===== config.mk =====
export PLATFORM = sky130hd
export DESIGN_NAME = cpu_sequencer
export DESIGN_NICKNAME = d
export VERILOG_FILES = /design/src/rtl/cpu_pkg.sv /design/src/rtl/instr_counter.sv /design/src/rtl/cpu_sequencer.sv
export SDC_FILE = /design/constraint.sdc
export NUM_CORES = 1
export LEC_CHECK = 0
export CAP_MARGIN = 20
export CORE_MARGIN = 2
export CORE_UTILIZATION = 45
export DETAILED_ROUTE_END_ITERATION = 16
export PLACE_DENSITY = 0.78
export SYNTH_ARGS = -nofsm -noshare
export SYNTH_HDL_FRONTEND = slang
export SYNTH_HIERARCHICAL = 1
export SYNTH_SLANG_ARGS = --single-unit

===== constraint.sdc =====
create_clock -name clk -period 2.51 [get_ports clk]
set_input_delay 0.753 -clock clk [delete_from_list [all_inputs] [get_ports clk]]
set_output_delay 0.753 -clock clk [all_outputs]
set_load 0.05 [all_outputs]

===== src/rtl/cpu_pkg.sv =====
// cpu_pkg: sequencer state encoding and opcode constants shared by the CPU control path.
package cpu_pkg;
  typedef enum logic [2:0] {S_IDLE, S_FETCH, S_EXEC1, S_EXEC2, S_HALT} state_t;
  localparam logic [3:0] OP_LDA = 4'b0000;
  localparam logic [3:0] OP_STA = 4'b0001;
  localparam logic [3:0] OP_ADD = 4'b0010;
  localparam logic [3:0] OP_SUB = 4'b0011;
  localparam logic [3:0] OP_AND = 4'b0100;
  localparam logic [3:0] OP_LSR = 4'b0101;
  localparam logic [3:0] OP_ASR = 4'b0110;
  localparam logic [3:0] OP_STP = 4'b0111;
endpackage


===== src/rtl/instr_counter.sv =====
// instr_counter: wrapping retired-instruction counter with synchronous clear.
module instr_counter #(
  parameter int CNT_W = 16
) (
  input  logic             clk,
  input  logic             clear,
  input  logic             inc,
  output logic [CNT_W-1:0] value
);
  always_ff @(posedge clk) begin
    if (clear) value <= '0;
    else if (inc) value <= value + CNT_W'(1);
  end
endmodule


===== src/rtl/cpu_sequencer.sv =====
// cpu_sequencer: fetch/execute phase sequencer with run, single-step and sticky halt.
module cpu_sequencer
  import cpu_pkg::*;
#(
  parameter int CNT_W = 16
) (
  input  logic             clk,
  input  logic             reset,
  input  logic             run,
  input  logic             step,
  input  logic             mem_rdy,
  input  logic             extra,
  input  logic [3:0]       ir,
  output logic             fetch,
  output logic             exec1,
  output logic             exec2,
  output logic             ir_load,
  output logic             halted,
  output logic             busy,
  output logic [CNT_W-1:0] instr_cnt
);
  state_t state, state_n;
  logic step_mode, step_mode_n, eoi;
  always_ff @(posedge clk) begin
    if (reset) begin
      state     <= S_IDLE;
      step_mode <= 1'b0;
    end else begin
      state     <= state_n;
      step_mode <= step_mode_n;
    end
  end
  always_comb begin
    state_n     = state;
    step_mode_n = step_mode;
    eoi         = (state == S_EXEC2) || (state == S_EXEC1 && ir != OP_STP && !extra);
    ir_load     = (state == S_FETCH) && mem_rdy;
    if (state == S_IDLE && (run || step)) begin
      state_n     = S_FETCH;
      step_mode_n = !run;
    end
    if (ir_load) state_n = S_EXEC1;
    if (state == S_EXEC1) state_n = (ir == OP_STP) ? S_HALT : S_EXEC2;
    // a dropped run or single-step request parks in IDLE only once the instruction retires
    if (eoi) state_n = (step_mode || !run) ? S_IDLE : S_FETCH;
  end
  assign fetch  = state == S_FETCH;
  assign exec1  = state == S_EXEC1;
  assign exec2  = state == S_EXEC2;
  assign halted = state == S_HALT;
  assign busy   = fetch || exec1 || exec2;
  instr_counter #(.CNT_W(CNT_W)) u_cnt (
    .clk   (clk),
    .clear (reset),
    .inc   (eoi),
    .value (instr_cnt)
  );
endmodule


After elaboration in Yosys (flattened, before gate mapping) --
Cells that the tools add are included.
Operators by class: add/sub/neg operators 1, $mul 0, divide/modulo/power cells 0, order comparisons 0, equal/unequal tests 6, shifts and indexed selects 0, multiplexer cells 6, bitwise logic cells 0, reductions and logical operators 13
Operators with widths (number):
- $add A16 B1 Y16 const B | 1
- $mux W3 | 5
- $eq A3 B2 Y1 const B | 2
- $logic_or A1 B1 Y1 | 5
- $eq A4 B3 Y1 const B | 1
- $logic_and A1 B1 Y1 | 4
- $ne A4 B3 Y1 const B | 1
- $reduce_bool A4 Y1 | 1
- $eq A3 B1 Y1 const B | 1
- $eq A3 B3 Y1 const B | 1
- $logic_not A3 Y1 | 1
- $logic_not A1 Y1 | 2
- $mux W1 | 1
Word-level totals: register bits 20, latch bits 0, RAM bits 0, ROM bits 0, bits of input ports 10, word-level logic and storage cells 29, memories 0

Logic depth before layout (Yosys ltp) --
depth in word-level cells 6, depth in mapped cells 8, mapped depth without buffers 7

Modules after synthesis --
Netlist, hierarchy kept.
By module, submodules not included:
- instr_counter | times used 1, cells an instance 83, area an instance 757.0 sq um, sequential area each 320.3 sq um
- cpu_sequencer | times used 1, cells an instance 32, area an instance 252.7 sq um, sequential area each 80.1 sq um

Worst setup path before layout --
Ideal clock, no wire load.
kind register to register, start reg state[1], end reg u_cnt.value[13], setup time 0.070 ns, data arrival time 2.418 ns, data required time 2.440 ns, path slack 0.022 ns, cell stages (with the launch flop) 8, path buffers 0, period minus slack after synthesis 2.488 ns, path through dfxtp_1 -> nor3b_4 -> nand2b_1 -> o21ai_2 -> nand4_4 -> nor4_4 -> or3b_1 -> a21oi_1
Between the ends: longest elaborated chain between the ends 4, elaborated cells on any way between the ends 5, those cells by class eq/ne: 2; reduce/logical: 3
RTL lines:
- start: declaration | RTL line cpu_sequencer.sv:22 | state_t state, state_n;
- start signal: assignment | RTL line cpu_sequencer.sv:29 | state <= state_n;
- $eq A3 B2 Y1
- net exec1 | RTL line cpu_sequencer.sv:15 | output logic exec1,
- $logic_and A1 B1 Y1 (2 in series) | RTL line cpu_sequencer.sv:36 | eoi = (state == S_EXEC2) || (state == S_EXEC1 && ir != OP_STP && !extra);
- $logic_or A1 B1 Y1 | RTL line cpu_sequencer.sv:36
- net eoi | RTL line cpu_sequencer.sv:23 | logic step_mode, step_mode_n, eoi;
- end signal: assignment | RTL line instr_counter.sv:12 | else if (inc) value <= value + CNT_W'(1);
- end: declaration | RTL line instr_counter.sv:8 | output logic [CNT_W-1:0] value
The timed path passes the listed nets, and every way through them passes these cells. A chain may end at the register's enable or synchronous reset.

Final worst setup path --
start in ir[3], end reg u_cnt.value[13]
Between the ends: longest elaborated chain between the ends 4
RTL lines:
- start: declaration | RTL line cpu_sequencer.sv:13 | input logic [3:0] ir,
- $ne A4 B3 Y1 | RTL line cpu_sequencer.sv:36
- $logic_and A1 B1 Y1 (2 in series) | RTL line cpu_sequencer.sv:36
- $logic_or A1 B1 Y1 | RTL line cpu_sequencer.sv:36
- net eoi | RTL line cpu_sequencer.sv:23
The timed path passes the listed nets, and every way through them passes these cells.

==> impl_metrics.env <==
export IMPL_status="completed"
export IMPL_port_buffers=31
export IMPL_post_cts_buffers=0
export IMPL_drt_pass1_iter_count=4
export IMPL_fin_crit_sh_pct=96.4
export IMPL_drv_cap=0
export IMPL_antennaDiodeCount=0
export IMPL_critPathCaptureType="flip-flop"
export IMPL_worstMarginPinSlew_ns=0.502
export IMPL_core_um2=2170
export IMPL_clkSinkCount=20
export IMPL_yosys_area_top_type="dfxtp_1"
export IMPL_slowest_stage="clkdlybuf4s50_1"
export IMPL_cellLeakagePower_nw=0.540
export IMPL_nFillCells=188
export IMPL_path_clk_slew_ns=0.10
export IMPL_grt_pass1_wl_um=3970
export IMPL_wl_per_cell_um=13.0
export IMPL_crit_fanout=3
export IMPL_gp_congestion=0.727
export IMPL_clk_latency_ns=0.29
export IMPL_ys_seq_area_share_pct=39.7
export IMPL_multiInputGateArea_um2=584
export IMPL_drt_iter0_markers=19
export IMPL_die_w_um=51.4
export IMPL_fin_tns_setup_ns=0
export IMPL_synth_most_common_cell="nor2_1"
export IMPL_cp_start_kind="input pin"
export IMPL_die_area_um2=2640
export IMPL_dp_cells=176
export IMPL_max_freq_mhz=413
export IMPL_finalHoldViolations=0
export IMPL_drv_slew=0
export IMPL_areaGrowthSynthToFinish_pct=39.7
export IMPL_synth_area_top_cells="dfxtp_1, nor2_1, xnor2_1"
export IMPL_cts_buffers=3
export IMPL_postCtsHoldBufs=0
export IMPL_drive_gt1_share_pct=17.9
export IMPL_nets=164
export IMPL_synthTopCellsByCount="nor2_1, dfxtp_1, nand2_1"
export IMPL_ys_async_sr_fraction_pct=0
export IMPL_synth_cells=115
export IMPL_h_tree_depth=1
export IMPL_rrSetupSlack_ns=0.36
export IMPL_peakVddDrop_v=0.000282
export IMPL_crit_chain="clkdlybuf4s50_1, and4b_1, o21ai_2, nand4_4, nor4_4, or3b_1, a21oi_1"
export IMPL_cts_buffer_depth=2
export IMPL_seq_area_um2=400
export IMPL_std_cell_rows=17
export IMPL_antenna_found_initial=0
export IMPL_critical_path_top_delay_family="simple AND/OR/NAND/NOR gates"
export IMPL_synth_top_family_by_area="simple AND/OR/NAND/NOR gates"
export IMPL_grt_max_degree=14
export IMPL_cts_tree="done"
export IMPL_die_height_um=51.4
export IMPL_final_instance_count_excl_fill=179
export IMPL_dp_hpwl_um=1780
export IMPL_hold_path_class="flip-flop to flip-flop"
export IMPL_synth_edf_count=0
export IMPL_start_util_pct=46.5
export IMPL_ys_ff_latch=20
export IMPL_synthMuxAreaShare_pct=3.22
export IMPL_arrival_ns=2.64
export IMPL_drc=0
export IMPL_overflow=0
export IMPL_ys_warn_count=6
export IMPL_slowest_delay_ns=0.44
export IMPL_crit_type="input pin to flip-flop"
export IMPL_synth_xor_area_share_pct=8.67
export IMPL_slew_headroom_pct=66.4
export IMPL_rsz0062_at_grt="false"
export IMPL_drtAntennaViolNets=0
export IMPL_grt_pass1_vias=916
export IMPL_cp_required_ns=2.73
export IMPL_p_per_area_nw_per_um2=405
export IMPL_viasPerCell=5.18
export IMPL_setup_violations_final=0
export IMPL_synth_fp_nets=126
export IMPL_io_pins=32
export IMPL_cp_num_buf_inv=1
export IMPL_yosys_area_top_type_share_pct=39.7
export IMPL_synth_area_um2=1010
export IMPL_period_needed_ns=2.42
export IMPL_finalClockSkew_ns=0.000907
export IMPL_via_count=927
export IMPL_root_buffer="clkbuf_4"
export IMPL_syn_mean_instance_area_um2=8.78
export IMPL_synthAdderAreaFrac_pct=1.24
export IMPL_drt_wl_total_um=2320
export IMPL_synth_simple_area_share_pct=35.6
export IMPL_track_usage_pct=19.8
export IMPL_synth_flop_cell="dfxtp_1"
export IMPL_synth_compound_area_share_pct=8.55
export IMPL_yosysUniqueCellTypes=38
==> state kept, by name (all words and copies together), names as in the netlist <==
name	count
state	3
step_mode	1
u_cnt/value	16
==> metrics by stage <==
stage	hold WS (ns)	util (%)	area (um2)	total power, mW	setup WS [ns]
floorplan	0.483	-	1010	0.393	0.0222
global placement	0.490	63.7	1380	0.432	-0.112
detailed placement	0.520	63.7	1380	0.434	-0.214
CTS	0.537	64.7	1400	0.576	0.101
global route	0.568	65.0	1410	0.598	0.0336
finish	0.533	65.0	1410	0.571	0.0892
==> path summary, 6_finish.rpt <==
check / from / end / cells after the start
worst max-delay path: ir[3] / u_cnt/value[13] / 7
worst min-delay path: step_mode / state[0] / 2
worst max register to register: state[1] / u_cnt/value[13] / 7
worst min register to register: step_mode / state[0] / 2
==> metal layers <==
metal	track usage, %	share of wire, %	vias to the layer above
met4	6.58	0.60	0
li1	-	-	476
met3	3.80	5.6	2
met5	0	0	-
met2	36.5	49	27
met1	22.4	44	422
==> repair_timing <==
action,in CTS,in global routing
endpoints found under the setup margin,0,1
resized for setup,0,1
endpoints found under the hold margin,0,0
==> tightest hold or removal path, cell delays in order (launching register included) <==
cell and delay (ns):
dfxtp_1 0.34, nand2b_1 0.10, a211oi_1 0.06
==> cells by family after synthesis <==
| family | count (synthesis) |
|---|---|
| AOI/OAI and AO/OA | 14 |
| xor gates and xnor gates | 10 |
| adders and majority gates | 1 |
| buffers and inverters | 8 |
| DFF | 20 |
| muxes | 3 |
| and+or+nand+nor | 59 |
==> layout by cell type, fill, tap and decap left out, drive strengths merged, types with 4 or more instances in the layout <==
cell           count
nor2              21
buf               12
nand2              8
xnor2              6
inv                4
nor3               5
clkdlybuf4s50     25
dfxtp             20
a21oi              7
nor4               4
xor2               4
==> where the power goes <==
part | total (mW) | internal, mW | leakage (nW) | switching, mW
Combinational | 0.0947 | 0.0416 | 0.364 | 0.0531
Sequential | 0.331 | 0.323 | 0.162 | 0.00847
Clock | 0.145 | 0.0558 | 0.0138 | 0.0893
==> final cells by class <==
class	instances	area share [%]
clock buffers	3	1.60
inverters	4	1.06
multi-input cells	87	41.4
flip-flops and latches	20	28.4
well taps	28	2.48
repair buffers	37	25.0
Note: power is estimated with default switching activity, not from simulation.
